File: src/rtl/dmem_axil_bridge_pkg.sv
// Shared types and codes for the DMEM AXI4-Lite bridge.
// No logic; constants and typedefs only.
// Imported by the top and by the strobe decoder.
package dmem_axil_bridge_pkg;

  // Bridge FSM states
  typedef enum logic [2:0] {
    ST_IDLE       = 3'd0,
    ST_WR_WAIT_W  = 3'd1,
    ST_WR_WAIT_AW = 3'd2,
    ST_WR_EXEC    = 3'd3,
    ST_WR_RESP    = 3'd4,
    ST_RD_EXEC    = 3'd5,
    ST_RD_RESP    = 3'd6
  } state_t;

  // AXI response codes
  localparam logic [1:0] RESP_OKAY   = 2'b00;
  localparam logic [1:0] RESP_SLVERR = 2'b10;
  localparam logic [1:0] RESP_DECERR = 2'b11;

  // Data memory access size codes
  localparam logic [1:0] SIZE_BYTE = 2'b00;
  localparam logic [1:0] SIZE_HALF = 2'b01;
  localparam logic [1:0] SIZE_WORD = 2'b10;

  // Captured write request (AW and W may arrive in either order)
  typedef struct packed {
    logic [31:0] addr;
    logic [31:0] data;
    logic [3:0]  strb;
  } wr_req_t;

endpackage

File: src/rtl/dmem_strobe_decode.sv
// Maps an AXI write strobe onto the memory's byte/half/word store interface.
// Latency: purely combinational.
// Backpressure: none; the caller decides when the decoded store is used.
module dmem_strobe_decode
  import dmem_axil_bridge_pkg::*;
(
  input  logic [3:0]  wstrb,
  input  logic [31:0] addr,
  input  logic [31:0] wdata,
  output logic [1:0]  byte_size,
  output logic [31:0] lane_addr,
  output logic [31:0] shift_data,
  output logic        store,
  output logic        illegal
);

  logic [1:0] lane;
  logic       unused_lsb;

  // Lane comes from the strobe, so the incoming low address bits are ignored
  assign unused_lsb = ^addr[1:0];
  assign lane_addr  = {addr[31:2], lane};

  // Strobe pattern -> access size, lane and right-justified store data
  always_comb begin
    byte_size  = SIZE_BYTE;
    lane       = 2'd0;
    shift_data = 32'd0;
    store      = 1'b0;
    illegal    = 1'b0;
    case (wstrb)
      4'b0001: begin store = 1'b1; lane = 2'd0; shift_data = {24'd0, wdata[7:0]};   end
      4'b0010: begin store = 1'b1; lane = 2'd1; shift_data = {24'd0, wdata[15:8]};  end
      4'b0100: begin store = 1'b1; lane = 2'd2; shift_data = {24'd0, wdata[23:16]}; end
      4'b1000: begin store = 1'b1; lane = 2'd3; shift_data = {24'd0, wdata[31:24]}; end
      4'b0011: begin store = 1'b1; lane = 2'd0; byte_size = SIZE_HALF; shift_data = {16'd0, wdata[15:0]};  end
      4'b1100: begin store = 1'b1; lane = 2'd2; byte_size = SIZE_HALF; shift_data = {16'd0, wdata[31:16]}; end
      4'b1111: begin store = 1'b1; lane = 2'd0; byte_size = SIZE_WORD; shift_data = wdata; end
      4'b0000: store = 1'b0;
      default: illegal = 1'b1;
    endcase
  end

endmodule

File: src/rtl/dmem_axil_bridge.sv
// AXI4-Lite slave in front of the 1KB data memory; one memory op at a time, read/write alternate priority.
// Latency: handshake edge -> 1 EXEC cycle -> response valid; response held until accepted.
// Backpressure: readies only in IDLE or the half-captured write states; DMEM_BRIDGE_RANGE_CHECK_EN adds DECERR decode.
module dmem_axil_bridge
  import dmem_axil_bridge_pkg::*;
#(
  parameter logic [31:0] BASE_ADDR = 32'h1000_0000,
  parameter int unsigned MEM_BYTES = 1024
) (
  input  logic        clock,
  input  logic        reset_n,
  input  logic [31:0] s_awaddr,
  input  logic        s_awvalid,
  output logic        s_awready,
  input  logic [31:0] s_wdata,
  input  logic [3:0]  s_wstrb,
  input  logic        s_wvalid,
  output logic        s_wready,
  output logic [1:0]  s_bresp,
  output logic        s_bvalid,
  input  logic        s_bready,
  input  logic [31:0] s_araddr,
  input  logic        s_arvalid,
  output logic        s_arready,
  output logic [31:0] s_rdata,
  output logic [1:0]  s_rresp,
  output logic        s_rvalid,
  input  logic        s_rready,
  output logic [31:0] mem_address,
  output logic [31:0] mem_write_data,
  output logic        mem_memwrite,
  output logic        mem_memread,
  output logic [1:0]  mem_byte_size,
  output logic        mem_sign_ext,
  input  logic [31:0] mem_read_data
);

  state_t      state, state_nxt;
  logic        prio_rd;
  wr_req_t     wr_q;
  logic [31:0] rd_addr_q;
  logic [31:0] rdata_q;
  logic [1:0]  bresp_q, rresp_q;
  logic        awready_c, wready_c, arready_c, grant_rd;

  logic [1:0]  dec_size;
  logic [31:0] dec_addr, dec_data;
  logic        dec_store, dec_illegal;
  logic        wr_in_range, rd_in_range, wr_do_store;
  logic [1:0]  wr_resp, rd_resp;

  dmem_strobe_decode u_strobe_decode (
    .wstrb      (wr_q.strb),
    .addr       (wr_q.addr),
    .wdata      (wr_q.data),
    .byte_size  (dec_size),
    .lane_addr  (dec_addr),
    .shift_data (dec_data),
    .store      (dec_store),
    .illegal    (dec_illegal)
  );

`ifdef DMEM_BRIDGE_RANGE_CHECK_EN
  assign wr_in_range = ((dec_addr - BASE_ADDR) < MEM_BYTES);
  assign rd_in_range = ((rd_addr_q - BASE_ADDR) < MEM_BYTES);
`else
  // Without the range check the address is passed through and the memory aliases
  logic unused_cfg;
  assign unused_cfg  = ^{BASE_ADDR, MEM_BYTES, rd_addr_q[1:0]};
  assign wr_in_range = 1'b1;
  assign rd_in_range = 1'b1;
`endif

  // Out-of-window beats illegal strobes: the address decode is the outer check
  assign wr_do_store = dec_store & wr_in_range;
  assign wr_resp     = !wr_in_range ? RESP_DECERR :
                       (dec_illegal ? RESP_SLVERR : RESP_OKAY);
  assign rd_resp     = rd_in_range ? RESP_OKAY : RESP_DECERR;

  // Read wins in IDLE only when it holds priority or no write channel is asking
  assign grant_rd = s_arvalid & (prio_rd | ~(s_awvalid | s_wvalid));

  // Next-state and channel readies
  always_comb begin
    state_nxt = state;
    awready_c = 1'b0;
    wready_c  = 1'b0;
    arready_c = 1'b0;
    case (state)
      ST_IDLE: begin
        if (grant_rd) begin
          arready_c = 1'b1;
          state_nxt = ST_RD_EXEC;
        end else if (s_awvalid | s_wvalid) begin
          awready_c = 1'b1;
          wready_c  = 1'b1;
          if (s_awvalid & s_wvalid) state_nxt = ST_WR_EXEC;
          else if (s_awvalid)       state_nxt = ST_WR_WAIT_W;
          else                      state_nxt = ST_WR_WAIT_AW;
        end
      end
      ST_WR_WAIT_W: begin
        wready_c = 1'b1;
        if (s_wvalid) state_nxt = ST_WR_EXEC;
      end
      ST_WR_WAIT_AW: begin
        awready_c = 1'b1;
        if (s_awvalid) state_nxt = ST_WR_EXEC;
      end
      ST_WR_EXEC: state_nxt = ST_WR_RESP;
      ST_WR_RESP: if (s_bready) state_nxt = ST_IDLE;
      ST_RD_EXEC: state_nxt = ST_RD_RESP;
      ST_RD_RESP: if (s_rready) state_nxt = ST_IDLE;
      default:    state_nxt = ST_IDLE;
    endcase
  end

  assign s_awready = awready_c & reset_n;
  assign s_wready  = wready_c & reset_n;
  assign s_arready = arready_c & reset_n;

  // State register and read/write priority flag
  always_ff @(posedge clock or negedge reset_n) begin
    if (!reset_n) begin
      state   <= ST_IDLE;
      prio_rd <= 1'b0;
    end else begin
      state <= state_nxt;
      if (state == ST_WR_RESP && s_bready)      prio_rd <= 1'b1;
      else if (state == ST_RD_RESP && s_rready) prio_rd <= 1'b0;
    end
  end

  // Request capture on each channel handshake
  always_ff @(posedge clock or negedge reset_n) begin
    if (!reset_n) begin
      wr_q      <= '0;
      rd_addr_q <= 32'd0;
    end else begin
      if (s_awvalid & s_awready) wr_q.addr <= s_awaddr;
      if (s_wvalid & s_wready) begin
        wr_q.data <= s_wdata;
        wr_q.strb <= s_wstrb;
      end
      if (s_arvalid & s_arready) rd_addr_q <= s_araddr;
    end
  end

  // Response registers loaded at the end of the EXEC cycle
  always_ff @(posedge clock or negedge reset_n) begin
    if (!reset_n) begin
      bresp_q <= RESP_OKAY;
      rresp_q <= RESP_OKAY;
      rdata_q <= 32'd0;
    end else begin
      if (state == ST_WR_EXEC) bresp_q <= wr_resp;
      if (state == ST_RD_EXEC) begin
        rresp_q <= rd_resp;
        rdata_q <= rd_in_range ? mem_read_data : 32'd0;
      end
    end
  end

  assign s_bvalid = (state == ST_WR_RESP);
  assign s_rvalid = (state == ST_RD_RESP);
  assign s_bresp  = bresp_q;
  assign s_rresp  = rresp_q;
  assign s_rdata  = rdata_q;

  // Memory port is driven only while an access actually happens
  always_comb begin
    mem_address    = 32'd0;
    mem_write_data = 32'd0;
    mem_memwrite   = 1'b0;
    mem_memread    = 1'b0;
    mem_byte_size  = SIZE_BYTE;
    if (state == ST_WR_EXEC && wr_do_store) begin
      mem_address    = dec_addr;
      mem_write_data = dec_data;
      mem_memwrite   = 1'b1;
      mem_byte_size  = dec_size;
    end else if (state == ST_RD_EXEC && rd_in_range) begin
      mem_address   = {rd_addr_q[31:2], 2'b00};
      mem_memread   = 1'b1;
      mem_byte_size = SIZE_WORD;
    end
  end

  assign mem_sign_ext = 1'b0;

endmodule

File: config.mk
export PLATFORM = sky130hd
export DESIGN_NAME = dmem_axil_bridge
export DESIGN_NICKNAME = d
export VERILOG_FILES = /design/src/rtl/dmem_axil_bridge_pkg.sv /design/src/rtl/dmem_strobe_decode.sv /design/src/rtl/dmem_axil_bridge.sv
export SDC_FILE = /design/constraint.sdc
export NUM_CORES = 1
export LEC_CHECK = 0
export ABC_AREA = 1
export CORE_MARGIN = 5
export CORE_UTILIZATION = 45
export DETAILED_ROUTE_END_ITERATION = 12
export PLACE_DENSITY = 0.83
export RECOVER_POWER = 100
export SYNTH_ARGS = -nofsm -noshare
export SYNTH_HDL_FRONTEND = slang
export SYNTH_SLANG_ARGS = --single-unit
File: constraint.sdc
create_clock -name clock -period 3.77 [get_ports clock]
set_input_delay 0.9425 -clock clock [delete_from_list [all_inputs] [get_ports clock]]
set_output_delay 0.9425 -clock clock [all_outputs]
set_load 0.03 [all_outputs]
# After elaboration in Yosys (flattened, before gate mapping)
# Cells that the tools add are included.
[word_totals] register_bits=138 inputBits=139 output_inout_bits=110 word_cells=78
[op_classes] eq_ne=18 n_mux=30 bitwise_logic=11 n_reduce_logical=11
[op_table] cell="$pmux W32 S7" count=1
[op_table] cell="$mux W32" count=3
[op_table] cell="$pmux W3 S7" count=1
[op_table] cell="$mux W3" count=6
[op_table] cell="$eq A4 B4 Y1 const B" count=3
[op_table] cell="$mux W1" count=10
[op_table] cell="$mux W2" count=5
[op_table] cell="$eq A3 B3 Y1 const B" count=3
[op_table] cell="$and A1 B1 Y1" count=8
[op_table] cell="$eq A4 B2 Y1 const B" count=2
[op_table] cell="$reduce_or A8 Y1" count=1
[op_table] cell="$reduce_or A7 Y1" count=1
[op_table] cell="$eq A3 B2 Y1 const B" count=2
[op_table] cell="$pmux W2 S3" count=1
[op_table] cell="$reduce_and A5 Y1" count=1
[op_table] cell="$eq A4 B1 Y1 const B" count=1
[op_table] cell="$eq A4 B3 Y1 const B" count=1
[op_table] cell="$logic_not A4 Y1" count=1
[op_table] cell="$ne A2 B1 Y1 const B" count=2
[op_table] cell="$ne A2 B2 Y1 const B" count=2
[op_table] cell="$pmux W1 S2" count=2
[op_table] cell="$pmux W2 S2" count=1
[op_table] cell="$reduce_or A2 Y1" count=2
[op_table] cell="$eq A3 B1 Y1 const B" count=1
[op_table] cell="6 further kinds" count=9

# Depth between registers and ports, before layout
[logic_depth] depth_word=8 ltp_mapped=10 mapped_depth_nobuf=9

# Cells and area by module
# Synthesis repeated with hierarchy kept, for this count alone.
[unflattened] hier_cells=946 area_unflattened_um2=7119.3
[modules_own_cells] mod="dmem_axil_bridge" instances=1 cells_per_inst=774 area_per_inst_um2=6243.5
[modules_own_cells] mod="dmem_strobe_decode" instances=1 cells_per_inst=172 area_per_inst_um2=875.8

# Worst setup path before layout
# Ideal clock, no wire load.
[synth_path] kind="input to output" from="input s_awvalid" to="output s_awready" arrival_ns=1.866 t_required_ns=2.828 path_slack_ns=0.962 cell_stages=5 path_cell_list="buf_2 -> nor2_2 -> a21oi_1 -> nand2_2 -> a21oi_1"
[synth_between] elab_chain_cells=7 elab_cells_between_ends=8 classes_between="mux (3); bitwise (5)"
[synth_lines] item="start: declaration" line_no="dmem_axil_bridge.sv:13" source="input logic s_awvalid,"
[synth_lines] item="$or A1 B1 Y1 (*)" line_no="dmem_axil_bridge.sv:81, dmem_axil_bridge.sv:94"
[synth_lines] item="$not A1 Y1" line_no="dmem_axil_bridge.sv:81" source="assign grant_rd = s_arvalid & (prio_rd | ~(s_awvalid | s_wvalid));"
[synth_lines] item="$or A1 B1 Y1" line_no="dmem_axil_bridge.sv:81"
[synth_lines] item="$and A1 B1 Y1" line_no="dmem_axil_bridge.sv:81"
[synth_lines] item="$mux W1 (*)" line_no="dmem_axil_bridge.sv:91" source="if (grant_rd) begin"
[synth_lines] item="$pmux W1 S2 (*)" line_no="dmem_axil_bridge.sv:89" source="case (state)"
[synth_lines] item="$and A1 B1 Y1 (*)" line_no="dmem_axil_bridge.sv:118" source="assign s_awready = awready_c & reset_n;"
[synth_lines] item="end: declaration" line_no="dmem_axil_bridge.sv:14" source="output logic s_awready,"
# Mark *: on every way between the ends. The rest lies on a longest branch, timed or not.

# Worst setup path after layout
[layout_path] from="input s_awvalid" to="output s_arready"
[layout_between] elab_chain_cells=7
[layout_lines] item="$or A1 B1 Y1" line_no="dmem_axil_bridge.sv:81"
[layout_lines] item="$not A1 Y1" line_no="dmem_axil_bridge.sv:81"
[layout_lines] item="$or A1 B1 Y1" line_no="dmem_axil_bridge.sv:81"
[layout_lines] item="$and A1 B1 Y1" line_no="dmem_axil_bridge.sv:81"
[layout_lines] item="$mux W1" line_no="dmem_axil_bridge.sv:91"
[layout_lines] item="$mux W1" line_no="dmem_axil_bridge.sv:89"
[layout_lines] item="$and A1 B1 Y1" line_no="dmem_axil_bridge.sv:120" source="assign s_arready = arready_c & reset_n;"
[layout_lines] item="end: declaration" line_no="dmem_axil_bridge.sv:24" source="output logic s_arready,"
# No other way between the ends.

==> results_dict.tcl <==
set metrics [dict create \
    wl_per_cell_um 15.8 \
    cts_tree "yes" \
    hold-worst-slack_ns 0.471 \
    dp_worst_setup_slack_ns 0.616 \
    post_cts_hold_buffer_count 0 \
    clock_skew_ns 0.00632 \
    grt_antenna_before_repair 1 \
    netlist-cell-type-count 25 \
    initial_core_util_pct 45.5 \
    dominantRegCellSynth "sky130_fd_sc_hd__dfrtp_1" \
    timing.final.hold_violations 0 \
    combined_flip_flop_and_latch_cell_area_mm2 0.00333 \
    critical_path.startpoint "s_awvalid" \
    worstSetupStartpointType "input port" \
    vias_per_cell 5.23 \
    global_route_wire_length_before_repair_mm 30.9 \
    clock_path_buffers 2 \
    number_of_i_o_pins 249 \
    clk_latency_ns 0.41 \
    design.final.nets 1201 \
    grt_start_max_net_pins 137 \
    ffs_w_async_s_r_synth_pct 100 \
    synth.yosys.warnings 0 \
    finalWorstSetupSlack_ns 0.252 \
    cts.repair_timing.setup_buffer_count 0 \
    die_width_um 131 \
    detailed_place_hpwl_mm 13.8 \
    drc 0 \
    ir_drop_v 0.000570 \
    finalCritPeriodShare_pct 93.3 \
    synth_seq_area_share_pct 50.7 \
    grt_remaining_overflow 0 \
    hp-class "reg -> reg" \
    cell_pwr_density_mw_per_mm2 793 \
    route.vias.total 6590 \
    setup_tns_ns 0 \
    drt_iter0_drc 520 \
    finalPower_mw 7.32 \
    drt_pass1_iterations 5 \
    crit-reg2reg-launch "state[2]$_DFFE_PN0P_" \
    mappedNetlistArea_mm2 0.00657 \
    synthCells 848 \
    max_cap_violations 2 \
    final.fill_count 1315 \
    worst_ep_required_time_ns 2.83 \
    crit_fanout 3 \
    area_of_combinational_cells_with_multiple_inputs_mm2 0.00267 \
    timing.final.setup_violations 0 \
    violations "max-capacitance violations, max-slew violations" \
    cts_root_buf "sky130_fd_sc_hd__clkbuf_16" \
    cts_sinks 133 \
    worstMarginPinSlew_ns 1.64 \
    design.core.area_mm2 0.0144 \
    number_of_pins_exceeding_their_max_slew_limit_in_the_final_report 171 \
    grtUsageTotal_pct 23.1 \
    power.leakage_nw 4.41 \
    timing_worst_setup_path_type "in -> out" \
    cp-end-kind "output pin" \
    cp_data_arrival_time_ns 2.58 \
    timing.max_slew.rel_slack_pct -9.55 \
    timing.final.crit_period_ns 3.52 \
    drt-total-wl_mm 19.9 \
    cts-resized-gates 0 \
    io_buffers 240 \
    globalplace.congestion 0.873 \
    antenna_violating_nets_post_route 0 \
    die_area_mm2 0.0171 \
    max_freq_ghz 0.284 \
    utilization_pct 64.0 \
    core.rowCount 44 \
    rsz_0062_raised_after_global_routing "false" \
    synth-edff-count 0 \
    cts_made_buffers 17 \
    clkSlewWorstSetupHoldPaths_ns 0.05 \
    htree_levels 4 \
    drive_above_1_share_pct 6.80 \
    hold_path_startpoint "s_rdata[30]$_DFFE_PN0N_" \
    ys_ff_latch 133 \
    die_h_um 131 \
    syn_area_per_cell_um2 7.75 \
    number_of_global_route_vias_before_repair 6115 \
    area_growth_syn_to_layout_pct 40.5 \
    status "complete, but fails checks" \
]
[flip-flops by register name, summed over array words and instances (netlist names)]
register   cells
state          3
wr_q          66
s_bresp        1
prio_rd        1
rd_addr_q     30
s_rdata       32
[kinds of logic (layout without fill, tap and decap cells)]
group,after synthesis,in the layout,synth area share (%)
compound gates,87,87,6.93
simple gates,501,501,33.8
flops,133,133,50.7
buf+inv,126,349,8.59
other cells,1,5,0.0571
[final cells by class]
cell class,instances,share of cell area (%)
antenna,1,0.0271
clock buffer,23,5.29
clock inverter,8,1.84
inverter,66,2.68
multi-input combinational,592,28.9
sequential,133,36.1
tap,184,2.49
timing repair buffer,252,22.7
[stage by stage]
stage | instance area (um2) | std cells
2_1_floorplan | 6580 | 851
3_3_place_gp | 8840 | 1227
3_5_place_dp | 8840 | 1227
4_1_cts | 9500 | 1258
5_1_grt | 9230 | 1259
6_report | 9230 | 1259
[synthesized netlist by cell type, types with 14 or more instances]
master	count	area, um2
sky130_fd_sc_hd__inv_1	60	225
sky130_fd_sc_hd__nand2_1	306	1150
sky130_fd_sc_hd__buf_2	25	125
sky130_fd_sc_hd__nand3_1	52	260
sky130_fd_sc_hd__o21ai_0	60	300
sky130_fd_sc_hd__nand4_1	70	438
sky130_fd_sc_hd__a21oi_1	14	70.1
sky130_fd_sc_hd__clkbuf_1	23	86.3
sky130_fd_sc_hd__dfrtp_1	133	3330
sky130_fd_sc_hd__nor2_1	51	191
sky130_fd_sc_hd__nor2_2	14	87.6
[cells in the final DEF, fill, tap and decap left out, types with 17 or more instances in the layout]
master	n
sky130_fd_sc_hd__nand2_1	305
sky130_fd_sc_hd__dfrtp_1	133
sky130_fd_sc_hd__clkdlybuf4s50_1	131
sky130_fd_sc_hd__nand4_1	70
sky130_fd_sc_hd__o21ai_0	65
sky130_fd_sc_hd__inv_1	61
sky130_fd_sc_hd__clkbuf_1	60
sky130_fd_sc_hd__nor2_1	58
sky130_fd_sc_hd__nand3_1	52
sky130_fd_sc_hd__dlygate4sd3_1	38
sky130_fd_sc_hd__clkbuf_16	17
sky130_fd_sc_hd__buf_4	17
[final timing paths]
| check | cells past startpoint | slack, ns | to |
|---|---|---|---|
| worst max-delay path | 7 | 0.25 | s_arready |
| worst min-delay path | 2 | 0.47 | s_rdata[30]$_DFFE_PN0N_ |
| worst max register to register | 7 | 1.46 | rd_addr_q[15]$_DFFE_PN0P_ |
| worst min register to register | 2 | 0.47 | s_rdata[30]$_DFFE_PN0N_ |
| max in group asynchronous | 2 | 1.42 | wr_q[17]$_DFFE_PN0P_ |
| min in group asynchronous | 2 | 1.23 | wr_q[66]$_DFFE_PN0P_ |
[where the power goes]
group          switching (mW)  internal (mW)
clock network           0.594           1.24
logic                    2.00          0.957
registers               0.416           2.11
[layer usage]
layer	track usage, %	part of all wire (%)	vias to the layer above
met5	0	0	-
met4	9.50	2.6	0
met3	6.63	8.9	39
met2	35.9	47	265
met1	30.4	41	3120
li1	-	-	3166
[critical path: stages]
cell                            delay, ns
sky130_fd_sc_hd__dlygate4sd3_1       0.61
sky130_fd_sc_hd__nor2_1              0.18
sky130_fd_sc_hd__nor2_1              0.06
sky130_fd_sc_hd__nor2_1              0.13
sky130_fd_sc_hd__nand2_1             0.12
sky130_fd_sc_hd__nor2_1              0.15
sky130_fd_sc_hd__clkbuf_1            0.38
Note: power is estimated with default switching activity, not from simulation.
